<file path="src/rtl/wave_pkg.sv">
// rtl/wave_pkg.sv - shared sample code space and meter state encoding
package wave_pkg;

    // Sample width and midscale code, shared with the waveform generators.
    localparam int DATA_W = 14;
    localparam logic [DATA_W-1:0] MID = 14'd8192;

    typedef logic [DATA_W-1:0] sample_t;

    typedef enum logic [1:0] {
        IDLE = 2'd0,
        ARM  = 2'd1,
        SYNC = 2'd2,
        MEAS = 2'd3
    } state_t;

endpackage

</file>
<file path="src/rtl/wave_meter_if.sv">
// rtl/wave_meter_if.sv - ADC sample stream in, measurement results out
//   master: drives adc_valid/adc_data, receives results
//   slave : the meter; consumes samples, drives period/vmax/vmin/vpp/meas_valid/no_signal
interface wave_meter_if #(
    parameter int CNT_W = 24
);
    import wave_pkg::*;

    logic              adc_valid;
    sample_t           adc_data;
    logic [CNT_W-1:0]  period;
    sample_t           vmax;
    sample_t           vmin;
    sample_t           vpp;
    logic              meas_valid;
    logic              no_signal;

    modport master (
        output adc_valid, adc_data,
        input  period, vmax, vmin, vpp, meas_valid, no_signal
    );

    modport slave (
        input  adc_valid, adc_data,
        output period, vmax, vmin, vpp, meas_valid, no_signal
    );

endinterface

</file>
<file path="src/rtl/wave_meter_schmitt_edge.sv">
// rtl/wave_meter_schmitt_edge.sv - Schmitt level tracker with rising-edge flag
//   clk, rst_n         : clock, synchronous active-low reset
//   adc_valid/adc_data : sample stream; level only moves on accepted samples
//   level_next         : level after the current sample (combinational)
//   rise               : current accepted sample moves the level 0->1
module schmitt_edge
    import wave_pkg::*;
#(
    parameter int HYST = 64
) (
    input  logic    clk,
    input  logic    rst_n,
    input  logic    adc_valid,
    input  sample_t adc_data,
    output logic    level_next,
    output logic    rise
);

    localparam sample_t TH_HI = sample_t'(int'(MID) + HYST);
    localparam sample_t TH_LO = sample_t'(int'(MID) - HYST);

    logic level;

    always_comb begin
        level_next = level;
        if (adc_valid) begin
            if (adc_data >= TH_HI) begin
                level_next = 1'b1;
            end else if (adc_data <= TH_LO) begin
                level_next = 1'b0;
            end
        end
    end

    assign rise = ~level & level_next;

    always_ff @(posedge clk) begin
        if (!rst_n) begin
            level <= 1'b0;
        end else begin
            level <= level_next;
        end
    end

endmodule

</file>
<file path="src/rtl/wave_meter.sv">
// rtl/wave_meter.sv - period and amplitude meter for the AWG loopback path
//   clk, rst_n : clock, synchronous active-low reset
//   en         : measurement enable; low returns to IDLE and clears no_signal
//   bus        : slave side of wave_meter_if (samples in, results out)
module wave_meter
    import wave_pkg::*;
#(
    parameter int               HYST    = 64,
    parameter int               NPER    = 4,
    parameter int               CNT_W   = 24,
    parameter logic [CNT_W-1:0] TIMEOUT = CNT_W'(24'hFFFFFF)
) (
    input  logic         clk,
    input  logic         rst_n,
    input  logic         en,
    wave_meter_if.slave  bus
);

    state_t           state, state_nxt;
    logic             level_next, rise;
    logic [CNT_W-1:0] cnt, cnt_inc;
    logic [CNT_W-1:0] since_edge, since_inc;
    logic [7:0]       per, per_inc;
    sample_t          cur_min, cur_max, min_nxt, max_nxt;
    logic [CNT_W-1:0] period_r;
    sample_t          vmin_r, vmax_r, vpp_r;
    logic             meas_valid_r, no_signal_r;

    logic acc, timeout_hit, start, meas_edge, done, timeout_fire;

    schmitt_edge #(.HYST(HYST)) u_schmitt (
        .clk        (clk),
        .rst_n      (rst_n),
        .adc_valid  (bus.adc_valid),
        .adc_data   (bus.adc_data),
        .level_next (level_next),
        .rise       (rise)
    );

    assign acc         = bus.adc_valid;
    assign cnt_inc     = (cnt == '1) ? cnt : cnt + 1'b1;
    assign since_inc   = since_edge + 1'b1;
    assign per_inc     = per + 8'd1;
    assign timeout_hit = (since_inc == TIMEOUT);
    assign min_nxt     = (bus.adc_data < cur_min) ? bus.adc_data : cur_min;
    assign max_nxt     = (bus.adc_data > cur_max) ? bus.adc_data : cur_max;

    always_ff @(posedge clk) begin
        if (!rst_n) begin
            state <= IDLE;
        end else begin
            state <= state_nxt;
        end
    end

    always_comb begin
        state_nxt = state;
        unique case (state)
            IDLE: if (en) state_nxt = ARM;
            ARM:  if (acc && !level_next) state_nxt = SYNC;
            SYNC: begin
                if (rise)                    state_nxt = MEAS;
                else if (acc && timeout_hit) state_nxt = ARM;
            end
            MEAS: if (acc && !rise && timeout_hit) state_nxt = ARM;
        endcase
        if (!en) state_nxt = IDLE;
    end

    // A completing edge restarts the window exactly like the SYNC edge, so
    // back-to-back measurements share their boundary sample.
    always_comb begin
        start        = (state == SYNC) && rise;
        meas_edge    = (state == MEAS) && rise;
        done         = meas_edge && (per_inc == 8'(NPER));
        timeout_fire = ((state == SYNC) || (state == MEAS)) && acc && !rise && timeout_hit;
    end

    always_ff @(posedge clk) begin
        if (!rst_n) begin
            cnt          <= '0;
            since_edge   <= '0;
            per          <= '0;
            cur_min      <= '0;
            cur_max      <= '0;
            period_r     <= '0;
            vmin_r       <= '0;
            vmax_r       <= '0;
            vpp_r        <= '0;
            meas_valid_r <= 1'b0;
            no_signal_r  <= 1'b0;
        end else begin
            meas_valid_r <= done;
            if (done) begin
                period_r <= cnt_inc;
                vmin_r   <= min_nxt;
                vmax_r   <= max_nxt;
                vpp_r    <= max_nxt - min_nxt;
            end

            if (!en || done) begin
                no_signal_r <= 1'b0;
            end else if (timeout_fire) begin
                no_signal_r <= 1'b1;
            end

            if (start || done) begin
                cnt        <= '0;
                per        <= '0;
                cur_min    <= bus.adc_data;
                cur_max    <= bus.adc_data;
                since_edge <= '0;
            end else if (meas_edge) begin
                per        <= per_inc;
                cnt        <= cnt_inc;
                cur_min    <= min_nxt;
                cur_max    <= max_nxt;
                since_edge <= '0;
            end else if ((state == MEAS) && acc) begin
                cnt        <= cnt_inc;
                cur_min    <= min_nxt;
                cur_max    <= max_nxt;
                since_edge <= since_inc;
            end else if ((state == SYNC) && acc) begin
                since_edge <= since_inc;
            end else if ((state == IDLE) || (state == ARM)) begin
                since_edge <= '0;
            end
        end
    end

    assign bus.period     = period_r;
    assign bus.vmin       = vmin_r;
    assign bus.vmax       = vmax_r;
    assign bus.vpp        = vpp_r;
    assign bus.meas_valid = meas_valid_r;
    assign bus.no_signal  = no_signal_r;

endmodule

</file>
<file path="src/flat_wrapper.sv">
// flat-port wrapper written by rule: the top's interface ports become plain ports
module wave_meter_flat import wave_pkg::*;
#(
    parameter int               HYST    = 64,
    parameter int               NPER    = 4,
    parameter int               CNT_W   = 24,
    parameter logic [CNT_W-1:0] TIMEOUT = CNT_W'(24'hFFFFFF)
)
  (clk, rst_n, en, bus_adc_valid, bus_adc_data, bus_period, bus_vmax, bus_vmin, bus_vpp, bus_meas_valid, bus_no_signal);
  wave_meter_if #(.CNT_W(CNT_W)) bus_i ();
  input  logic clk;
  input  logic rst_n;
  input  logic en;
  input wire logic [$bits(bus_i.adc_valid)-1:0] bus_adc_valid;
  input wire logic [$bits(bus_i.adc_data)-1:0] bus_adc_data;
  output wire logic [$bits(bus_i.period)-1:0] bus_period;
  output wire logic [$bits(bus_i.vmax)-1:0] bus_vmax;
  output wire logic [$bits(bus_i.vmin)-1:0] bus_vmin;
  output wire logic [$bits(bus_i.vpp)-1:0] bus_vpp;
  output wire logic [$bits(bus_i.meas_valid)-1:0] bus_meas_valid;
  output wire logic [$bits(bus_i.no_signal)-1:0] bus_no_signal;
  assign bus_i.adc_valid = bus_adc_valid;
  assign bus_i.adc_data = bus_adc_data;
  assign bus_period = bus_i.period;
  assign bus_vmax = bus_i.vmax;
  assign bus_vmin = bus_i.vmin;
  assign bus_vpp = bus_i.vpp;
  assign bus_meas_valid = bus_i.meas_valid;
  assign bus_no_signal = bus_i.no_signal;
  wave_meter #(.HYST(HYST), .NPER(NPER), .CNT_W(CNT_W), .TIMEOUT(TIMEOUT)) u_core (.clk(clk), .rst_n(rst_n), .en(en), .bus(bus_i));
endmodule
</file>
<file path="config.mk">
export PLATFORM = sky130hd
export DESIGN_NAME = wave_meter_flat
export DESIGN_NICKNAME = d
export VERILOG_FILES = /design/src/rtl/wave_pkg.sv /design/src/rtl/wave_meter_if.sv /design/src/rtl/wave_meter_schmitt_edge.sv /design/src/rtl/wave_meter.sv /design/src/flat_wrapper.sv
export SDC_FILE = /design/constraint.sdc
export NUM_CORES = 1
export LEC_CHECK = 0
export ABC_AREA = 1
export BUFFER_PORTS_ARGS = -buffer_cell sky130_fd_sc_hd__buf_4
export CAP_MARGIN = 15
export CORE_MARGIN = 4
export CORE_UTILIZATION = 45
export CTS_CLUSTER_SIZE = 10
export DETAILED_ROUTE_END_ITERATION = 10
export PLACE_DENSITY = 0.61
export SLEW_MARGIN = 40
export SYNTH_ARGS = -nofsm -noshare
export SYNTH_HDL_FRONTEND = slang
export SYNTH_SLANG_ARGS = --single-unit
</file>
<file path="constraint.sdc">
create_clock -name clk -period 4.6 [get_ports clk]
set_input_delay 0.92 -clock clk [delete_from_list [all_inputs] [get_ports clk]]
set_output_delay 0.92 -clock clk [all_outputs]
set_load 0.01 [all_outputs]
</file>
==> summary.txt, run 1 <==
Run status: complete, no violations
Die area: 22000 um^2
P per Cell Area: 315 nW/um^2
CTS tree: built
Post-route cell area: 10400 um^2
Mapped Cells: 1283
Setup TNS Final: 0 ps
ANT nets after route: 0
Max clock buf depth: 2
Post-synthesis sequential area ratio: 35.0%
Layout area overhead: 17.7%
Total gr overflow: 0
Worst hold path depth: 2
Vias in the first global route: 7959
Min-delay src: u_core.since_edge[6]$_SDFFE_PP0P_
R2R Setup Slk: 680 ps
Initial Utilization: 45.7%
Crit path kind: input port to flip-flop
CORE AREA: 19400 um^2
Routed len/inst: 15.2 um
Clk Latency, worst-skew pair: 430 ps
Post-cts resize count: 0
Skew final: 15.0 ps
Final Wtd Congestion: 0.880
Placed cell area: 9810 um^2
LEAKAGE: 4.49 nW
Final nets: 1436
Ys Warns: 0
Fmax: 242 MHz
DRC violations left: 0
RSZ-0062 raised after global routing: no
Worst reg2reg endpoint: u_core.bus.vpp[13]$_SDFFE_PN0P_
CP Capture Type: flip-flop
CTS clk-pin slew, worst paths: 70 ps
Via Count: 8454
Dpl ws: 232 ps
Type of origin of the critical path: input port
Min-Delay Endpoint: u_core.since_edge[6]$_SDFFE_PP0P_
Layout cells sized above 1: 13.3%
Num ports: 86
Cells on worst reg2reg path: 19
Setup-failing EPs final: 0
Setup WS post-layout: 469 ps
1st-pass router iterations: 5
Max-slew headroom: 47.7%
CTS Hold Bufs: 0
Clock tree sinks: 155
Largest net degree at the start of global routing: 84
Total of max-cap violations: 0
Maximum VDD drop: 276 uV
Area leader, netlist: dfxtp_1
Final period utilization: 89.8%
Worst Max-Slew Pin Slew: 785 ps
Commonest non-fill, non-tap cell in the layout: nand2_1
Yosys cell types: 46
FP Rows: 51
Final WL: 24.9 mm
Top post-synthesis cells by area: dfxtp_1 (35%), nand2_1 (9.5%), nor2_1 (8.5%), ha_1 (7.1%), o21ai_0 (7.0%)
Max FO, Critical Path: 19
Number of antenna violations at the first check in global routing: 0
All-Layer GR Usage: 22.9%
Global-route wire length before repair: 40.9 mm
Net Count, Synth: 1352
Tmin final: 4130 ps
Post-CTS Setup Bufs: 0
DIE HEIGHT: 148 um
Post-synth top area share: 35.0%
Synth Cell Area: 8870 um^2
Worst R2R Start: u_core.cur_max[13]$_SDFFE_PN0P_
Synth Register Bits: 155
Num CTS Buffers: 17
Vias/cell: 5.14
Post-layout util: 53.8%
Synth Area per Inst: 6.91 um^2
WP data arrival: 4460 ps
Final Max Tran Viols: 0
Die X: 148 um
Final Hold Viols: 0
Antenna cell count: 0
Detailed Place HPWL: 18.2 mm
CTS H-tree depth: 4
IO Port Bufs: 85
DR iter-0 viols: 522
Pwr Total: 3.29 mW
CTS root buffer: clkbuf_16
CP required: 4930 ps
Hold/Removal Path Class: flip-flop to flip-flop
Commonest non-fill, non-tap cells in the layout: nand2_1 (224), nor2_1 (201), dfxtp_1 (155), inv_1 (143), o21ai_0 (124)
==> metrics by stage <==
step / hold WS, ps / std cells
after floorplan: 453 / 1283
after global placement: 469 / 1613
after detailed placement: 482 / 1613
after CTS: 490 / 1645
after global routing: 519 / 1645
final: 490 / 1645
==> cells by family (layout without fill, tap and decap cells) <==
family                     after synthesis  in the layout  share of synthesized area [%]
and+or+nand+nor                        543            543                           26.0
buffers and inverters                  195            292                           8.92
AOI/OAI and AO/OA                      294            294                           18.4
xor gates and xnor gates                45             45                           4.44
adders and majority gates               51             51                           7.28
DFF                                    155            155                           35.0
==> flip-flops by register name, indices dropped and copies added (netlist names) <==
| signal | count |
|---|---|
| u_core.bus.meas_valid | 1 |
| u_core.bus.no_signal | 1 |
| u_core.bus.period | 24 |
| u_core.bus.vmax | 14 |
| u_core.bus.vmin | 14 |
| u_core.bus.vpp | 14 |
| u_core.cnt | 24 |
| u_core.cur_max | 14 |
| u_core.cur_min | 14 |
| u_core.per | 8 |
| u_core.since_edge | 24 |
| u_core.state | 2 |
| u_core.u_schmitt.level | 1 |
==> synthesized netlist by cell type (all sizes together) <==
cell type	n
a22oi	4
xor2	31
nor2	211
a21o	3
nand4	20
ha	50
clkinv	1
buf	17
o211ai	1
nand2	233
or2	2
o21bai	3
xnor2	14
a211oi	13
o21a	10
dfxtp	155
nor3	19
o22ai	5
fa	1
o2111ai	1
o221ai	1
clkbuf	28
a21oi	107
o31ai	2
nand3	51
a31oi	6
a21boi	1
inv	149
o21ai	136
nor4	3
o41ai	1
nand3b	4
==> power breakdown <==
group / internal (mW) / total, mW / leakage, nW / switching, mW
sequential: 1.35 / 1.35 / 1.25 / 0.00541
combinational: 0.148 / 0.406 / 2.94 / 0.258
clock: 0.879 / 1.53 / 0.309 / 0.650
total: 2.37 / 3.29 / 4.49 / 0.913
==> metal layers <==
metal  wire length [um]  track usage, %  share of wire (%)
met5                  0               0                  0
met4                569            7.58                2.3
met3               1150            4.20                4.6
met2              11900            38.4                 48
met1              11300            29.7                 45
==> worst max-delay path by stage <==
stage                     startpoint                         endpoint  slack, ps
global route        bus_adc_data[13]  u_core.bus.vpp[10]$_SDFFE_PN0P_        220
floorplan            bus_adc_data[1]  u_core.bus.vpp[10]$_SDFFE_PN0P_        640
detailed placement  bus_adc_data[13]  u_core.bus.vpp[13]$_SDFFE_PN0P_        230
finish              bus_adc_data[13]  u_core.bus.vpp[13]$_SDFFE_PN0P_        470
CTS                 bus_adc_data[13]  u_core.bus.vpp[13]$_SDFFE_PN0P_        600
global placement     bus_adc_data[7]  u_core.bus.vpp[10]$_SDFFE_PN0P_        300
==> critical path, cell delays in order <==
cell	delay [ps]
buf_4	150
ha_1	320
nand4_1	140
nor3_1	310
nand2_1	120
nand2_1	100
nand2_1	200
buf_4	280
o21ai_0	450
inv_1	90
ha_1	380
a21o_1	220
a31oi_1	180
nand2_1	80
a31oi_1	190
nand3b_1	140
nand3_1	70
nand2_1	90
inv_1	40
==> final cells by class <==
class / count / area [um^2]
fillers: 1982 / 8960
multi-input cells: 933 / 4980
flip-flops and latches: 155 / 3100
repair buffers: 110 / 826
inverters: 150 / 566
clock buffers: 17 / 425
well taps: 265 / 332
clock inverters: 15 / 204
(Power assumes the default switching activity.)
==> inputs of run 2 (changes only) <==
Settings changed: ABC_AREA 1 to not set, CTS_CLUSTER_DIAMETER set to 30, TNS_END_PERCENT set to 10.
==> run 2 against run 1 <==
Against the previous run:
- sequential cell count unchanged
- wire length decreased by 12%
- largest cell class unchanged
- combinational power decreased by 25%
- synthesized cell count decreased by 19%
- register-to-register slack got worse by 280 ps
- critical endpoint is now u_core.bus.vpp[12]$_SDFFE_PN0P_
- setup slack got worse by 210 ps
- sequential share of layout area about the same
- first-iteration DRC count decreased by 3.3%
- core utilization increased by 1.4 points
==> summary.txt, run 2 <==
Vias/cell: 5.33
Worst R2R Start: u_core.cur_max[13]$_SDFFE_PN0P_
Synth Area in Compound Gates: 18.0%
Cells on worst reg2reg path: 18
Maximum VDD drop: 242 uV
Skew final: 13.4 ps
Final WL: 21.9 mm
LEAKAGE: 4.43 nW
Synth Area per Inst: 8.46 um^2
P per Cell Area: 297 nW/um^2
Vias in the first global route: 6931
Setup WS post-layout: 256 ps
Hold/Removal Path Class: flip-flop to flip-flop
FF/Latch Area: 3100 um^2
Yosys cell types: 71
Area of the multi-input gates: 5220 um^2
Min-Delay Endpoint: u_core.bus.vpp[10]$_SDFFE_PN0P_
Mux share of post-synthesis cell area: 6.19%
Mapped Cells: 1034
Antenna cell count: 0
Finished Layout Cells: 1399
Layout cells sized above 1: 16.7%
All-Layer GR Usage: 20.3%
Synth Area in Adders: 7.38%
Commonest non-fill, non-tap cells in the layout: dfxtp_1 (155), buf_4 (130), nand2_1 (96), nor2_1 (88), a21oi_1 (77)
Final Wtd Congestion: 0.831
Net Count, Synth: 1103
Pwr Total: 3.10 mW
Fmax: 230 MHz
Max clock buf depth: 2
Num ports: 86
Synth cell count leaders: dfxtp_1 (155), nand2_1 (97), nor2_1 (88), a21oi_1 (77), mux2i_1 (53)
Synth Register Bits: 155
Clock tree sinks: 155
CORE AREA: 18900 um^2
Layout area overhead: 19.2%
Commonest non-fill, non-tap cell in the layout: dfxtp_1
Num CTS Buffers: 17
Final Hold Viols: 0
Via Count: 7450
Ys Warns: 0
Die X: 147 um
Top post-synthesis cells by area: dfxtp_1 (35%), ha_1 (7.1%), mux2i_1 (6.1%), a21oi_1 (4.4%), nand2_1 (4.2%)
Detailed Place HPWL: 15.6 mm
WP data arrival: 4660 ps
Min-delay src: u_core.bus.vpp[10]$_SDFFE_PN0P_
Max-slew headroom: 54.8%
Tmin final: 4340 ps
Setup-failing EPs final: 0
Post-route cell area: 10400 um^2
Worst reg2reg endpoint: u_core.bus.vpp[12]$_SDFFE_PN0P_
Post-synthesis sequential area ratio: 35.5%
DR iter-0 viols: 505
Post-layout util: 55.2%
CTS tree: built
Ys flop type: dfxtp_1
Crit path kind: input port to flip-flop
CP required: 4920 ps
EDFF count, synth: 0
FP Rows: 50
Main combinational cell family by area after synthesis: simple AND/OR/NAND/NOR gates
Total gr overflow: 0
Type of origin of the critical path: input port
Placed insts: 1367
CTS clk-pin slew, worst paths: 70 ps
Largest net degree at the start of global routing: 104
XOR/XNOR Fraction of Synth Area: 5.60%
Top-count cell post-synth: dfxtp_1
DIE HEIGHT: 147 um
Placed cell area: 9810 um^2
Final period utilization: 94.4%
Simple-gate share of the synthesized area: 22.0%
Worst Max-Slew Pin Slew: 678 ps
Area leader, netlist: dfxtp_1
IO Port Bufs: 85
CP Capture Type: flip-flop
Post-synth top area share: 35.5%
Die area: 21700 um^2
Global-route wire length before repair: 36.2 mm
DRC violations left: 0
Initial Utilization: 46.3%
Clk Latency, worst-skew pair: 430 ps
Worst hold path depth: 2
Fillers: 1795
Routed len/inst: 15.6 um
Synth Cell Area: 8750 um^2
CTS Hold Bufs: 0
RSZ-0062 raised after global routing: no
Max FO, Critical Path: 9
CTS root buffer: clkbuf_16
CTS H-tree depth: 4
Ys async rst share: 0%
Run status: complete, no violations
R2R Setup Slk: 400 ps
ANT nets after route: 0
Total of max-cap violations: 0
Dpl ws: -92.1 ps
Final nets: 1195
Final Max Tran Viols: 0
Number of antenna violations at the first check in global routing: 0
1st-pass router iterations: 5
-- run 2: how the worst max path moves through the flow --
| stage | from | to | slack (ps) | cells past startpoint |
|---|---|---|---|---|
| 3_3_place_gp | bus_adc_data[11] | u_core.bus.vpp[13]$_SDFFE_PN0P_ | -20 | 16 |
| 5_1_grt | bus_adc_data[11] | u_core.bus.vpp[12]$_SDFFE_PN0P_ | 30 | 18 |
| 2_1_floorplan | bus_adc_data[13] | u_core.bus.vpp[13]$_SDFFE_PN0P_ | 70 | 17 |
| 3_5_place_dp | bus_adc_data[11] | u_core.bus.vpp[12]$_SDFFE_PN0P_ | -90 | 18 |
| 6_report | bus_adc_data[11] | u_core.bus.vpp[12]$_SDFFE_PN0P_ | 260 | 18 |
| 4_1_cts | bus_adc_data[11] | u_core.bus.vpp[12]$_SDFFE_PN0P_ | 340 | 18 |
-- run 2: cell families after synthesis --
logic type               count (synthesis)
flip-flops                             155
AO/OA/AOI/OAI                          236
XOR/XNOR                                56
multiplexers                            54
buffers and inverters                  102
AND/OR/NAND/NOR                        380
adder cells (fa/ha/maj)                 51
-- run 2: where the power goes --
part / switching, mW / total, mW / internal, mW
logic: 0.168 / 0.303 / 0.134
clock network: 0.629 / 1.45 / 0.825
registers: 0.00185 / 1.34 / 1.34
-- run 2: through the flow --
stage / setup TNS [ps] / hold slack (ps)
floorplan: 0 / 460
CTS: 0 / 466
finish: 0 / 464
global route: 0 / 505
global placement: -17.3 / 453
detailed placement: -181 / 456
-- run 2: layer usage --
layer  track usage (%)  up-vias  share of wire [%]
li1                  -     3824                  -
met1              30.6     3456                 52
met2              29.5      153                 42
met3              5.09       17                5.1
met4              3.87        0               0.79
met5                 0        -                  0
-- run 2: final cells by class --
type,count,area share [%]
Clock buffer,18,4.11
Clock inverter,14,1.66
Inverter,42,1.51
Multi-Input combinational cell,777,50.0
Sequential cell,155,29.8
Tap cell,260,3.12
Timing Repair Buffer,133,9.85
-- run 2: critical path, stage by stage --
cell and delay [ps]:
buf_4 130, ha_1 300, nand4_1 160, nor3_1 80, or3_1 360, o31a_1 420
buf_4 200, mux2i_1 140, ha_1 240, fa_1 410, nor2b_1 120, o21ai_0 100
a21boi_0 270, o21bai_1 130, a21oi_1 230, o31ai_1 130, mux2i_1 120, a31o_2 210
-- run 2: timing repair --
item	in CTS	in global routing
gates resized for setup	0	2
endpoints found under the setup margin	0	2
setup buffers	0	0
==> inputs of run 3 (changes only) <==
Settings changed: BUFFER_PORTS_ARGS -buffer_cell sky130_fd_sc_hd__buf_4 to not set, DONT_BUFFER_PORTS set to 1, PLACE_DENSITY 0.61 to 0.58.
==> run 3 against run 2 <==
Against the previous run:
- setup slack better by 150 ps
- power hardly changed
- sequential cell count stayed put
- fmax is 3.6% higher
- highest routed layer unchanged
- global-route usage is 0.32 points lower
- clock-buffer cell count is 1 lower
- sequential share of layout area is 2.3 points higher
- core utilization is 3.9 points lower
- via count is 4.9% lower
- die area stayed put
- largest power group unchanged
- largest cell class unchanged
- sequential power hardly changed
==> summary.txt, run 3 (synthesis gave the netlist of run 2 again) <==
Run status: complete, no violations
Max-slew headroom: 54.5%
Die area: 21700 um^2
1st-pass router iterations: 5
Max clock buf depth: 2
Maximum VDD drop: 241 uV
Num CTS Buffers: 17
CTS H-tree depth: 4
Final Wtd Congestion: 0.881
CTS Hold Bufs: 0
Setup-failing EPs final: 0
Total of max-cap violations: 0
CTS root buffer: clkbuf_16
Final Max Tran Viols: 0
Layout area overhead: 10.7%
CORE AREA: 18900 um^2
CP required: 4920 ps
Setup WS post-layout: 408 ps
Internal power: 2.33 mW
P_sw: 768 uW
Max FO, Critical Path: 11
Setup TNS Final: 0 ps
Global-route wire length before repair: 35.2 mm
Final WL: 21.5 mm
Num ports: 86
Skew final: 8.68 ps
ANT nets after route: 0
Sw Share: 24.8%
Type of origin of the critical path: input port
Clock tree sinks: 155
RSZ-0062 raised after global routing: no
Crit path kind: input port to flip-flop
Clock share of power: 48.7%
DRC violations left: 0
Clk Latency, worst-skew pair: 430 ps
Detailed Place HPWL: 15.2 mm
Initial Utilization: 46.3%
Final period utilization: 91.1%
Placed cell area: 9050 um^2
P per Cell Area: 320 nW/um^2
Via Count: 7088
Dpl ws: 4.80 ps
Routed len/inst: 16.5 um
Vias/cell: 5.45
CTS tree: built
Final nets: 1096
Sequential power share: 43.4%
Post-route cell area: 9690 um^2
FP Rows: 50
Fmax: 239 MHz
Commonest non-fill, non-tap cell in the layout: dfxtp_1
Hold/Removal Path Class: flip-flop to flip-flop
Tmin final: 4190 ps
Post-CTS Setup Bufs: 0
Layout cells sized above 1: 8.75%
Total gr overflow: 0
Commonest non-fill, non-tap cells in the layout: dfxtp_1 (155), nand2_1 (96), nor2_1 (88), a21oi_1 (77), mux2i_1 (53)
CP Capture Type: flip-flop
Final Hold Viols: 0
WP data arrival: 4510 ps
DIE HEIGHT: 147 um
Post-layout util: 51.3%
DR iter-0 viols: 429
LEAKAGE: 3.92 nW
IO Port Bufs: 0
Antenna cell count: 0
Die X: 147 um
Worst Max-Slew Pin Slew: 678 ps
Vias in the first global route: 6555
Number of antenna violations at the first check in global routing: 0
CTS clk-pin slew, worst paths: 70 ps
Combinational fraction of design power: 7.9%
Largest net degree at the start of global routing: 104
Fillers: 1851
All-Layer GR Usage: 20.0%
## run 3: repair_timing
action                                 in CTS  in global routing
endpoints found under the hold margin       0                  0
setup endpoints to repair                   0                  2
gates resized for setup                     0                  1
## run 3: stage by stage
step / cells / hold slack, ps / power [mW]
CTS: 1300 / 507 / 3.13
global placement: 1268 / 489 / 1.62
finish: 1300 / 502 / 3.10
floorplan: 1034 / 460 / 1.55
detailed placement: 1268 / 499 / 1.62
global route: 1300 / 525 / 3.22
## run 3: layout make-up
type	count	area, um^2	share of cell area, %
clock buffer	17	425	4.39
clock inverter	15	203	2.09
inverter	42	158	1.63
multi-input combinational	777	5200	53.7
sequential	155	3100	32.0
tap	260	325	3.36
timing repair buffer	34	268	2.76
## run 3: final timing paths
path / startpoint / endpoint / slack (ps) / cells after the start
min: u_core.since_edge[22]$_SDFFE_PP0P_ / u_core.since_edge[22]$_SDFFE_PP0P_ / 500 / 2
min reg2reg: u_core.since_edge[22]$_SDFFE_PP0P_ / u_core.since_edge[22]$_SDFFE_PP0P_ / 500 / 2
max reg2reg: u_core.cur_max[13]$_SDFFE_PN0P_ / u_core.bus.vpp[13]$_SDFFE_PN0P_ / 430 / 17
max: bus_adc_data[11] / u_core.bus.vpp[13]$_SDFFE_PN0P_ / 410 / 16
## run 3: critical path: stages
cell and delay (ps):
ha_1 290, a211oi_1 210, nor2_1 70, or3_1 300, o31a_2 390, o21ai_0 430, ha_1 340, a21o_1 190
a21oi_1 240, a21bo_2 170, a31oi_1 50, o41ai_1 270, buf_4 170, o21a_1 140, nor4_1 50, o31a_1 280
## run 3: power by group through the flow
stage / combinational [mW] / clock [mW] / sequential (mW)
4_1_cts: 0.244 / 1.54 / 1.34
3_3_place_gp: 0.243 / 0 / 1.38
5_1_grt: 0.273 / 1.60 / 1.34
3_5_place_dp: 0.242 / 0 / 1.38
6_report: 0.245 / 1.51 / 1.35
2_1_floorplan: 0.178 / 0 / 1.38
## run 3: routing by layer
layer / global-route usage [%] / routed length, um / vias to the layer above
li1: - / - / 3633
met1: 27.5 / 10600 / 3308
met2: 30.8 / 9320 / 123
met3: 5.73 / 1260 / 24
met4: 5.59 / 284 / 0
met5: 0 / 0 / -
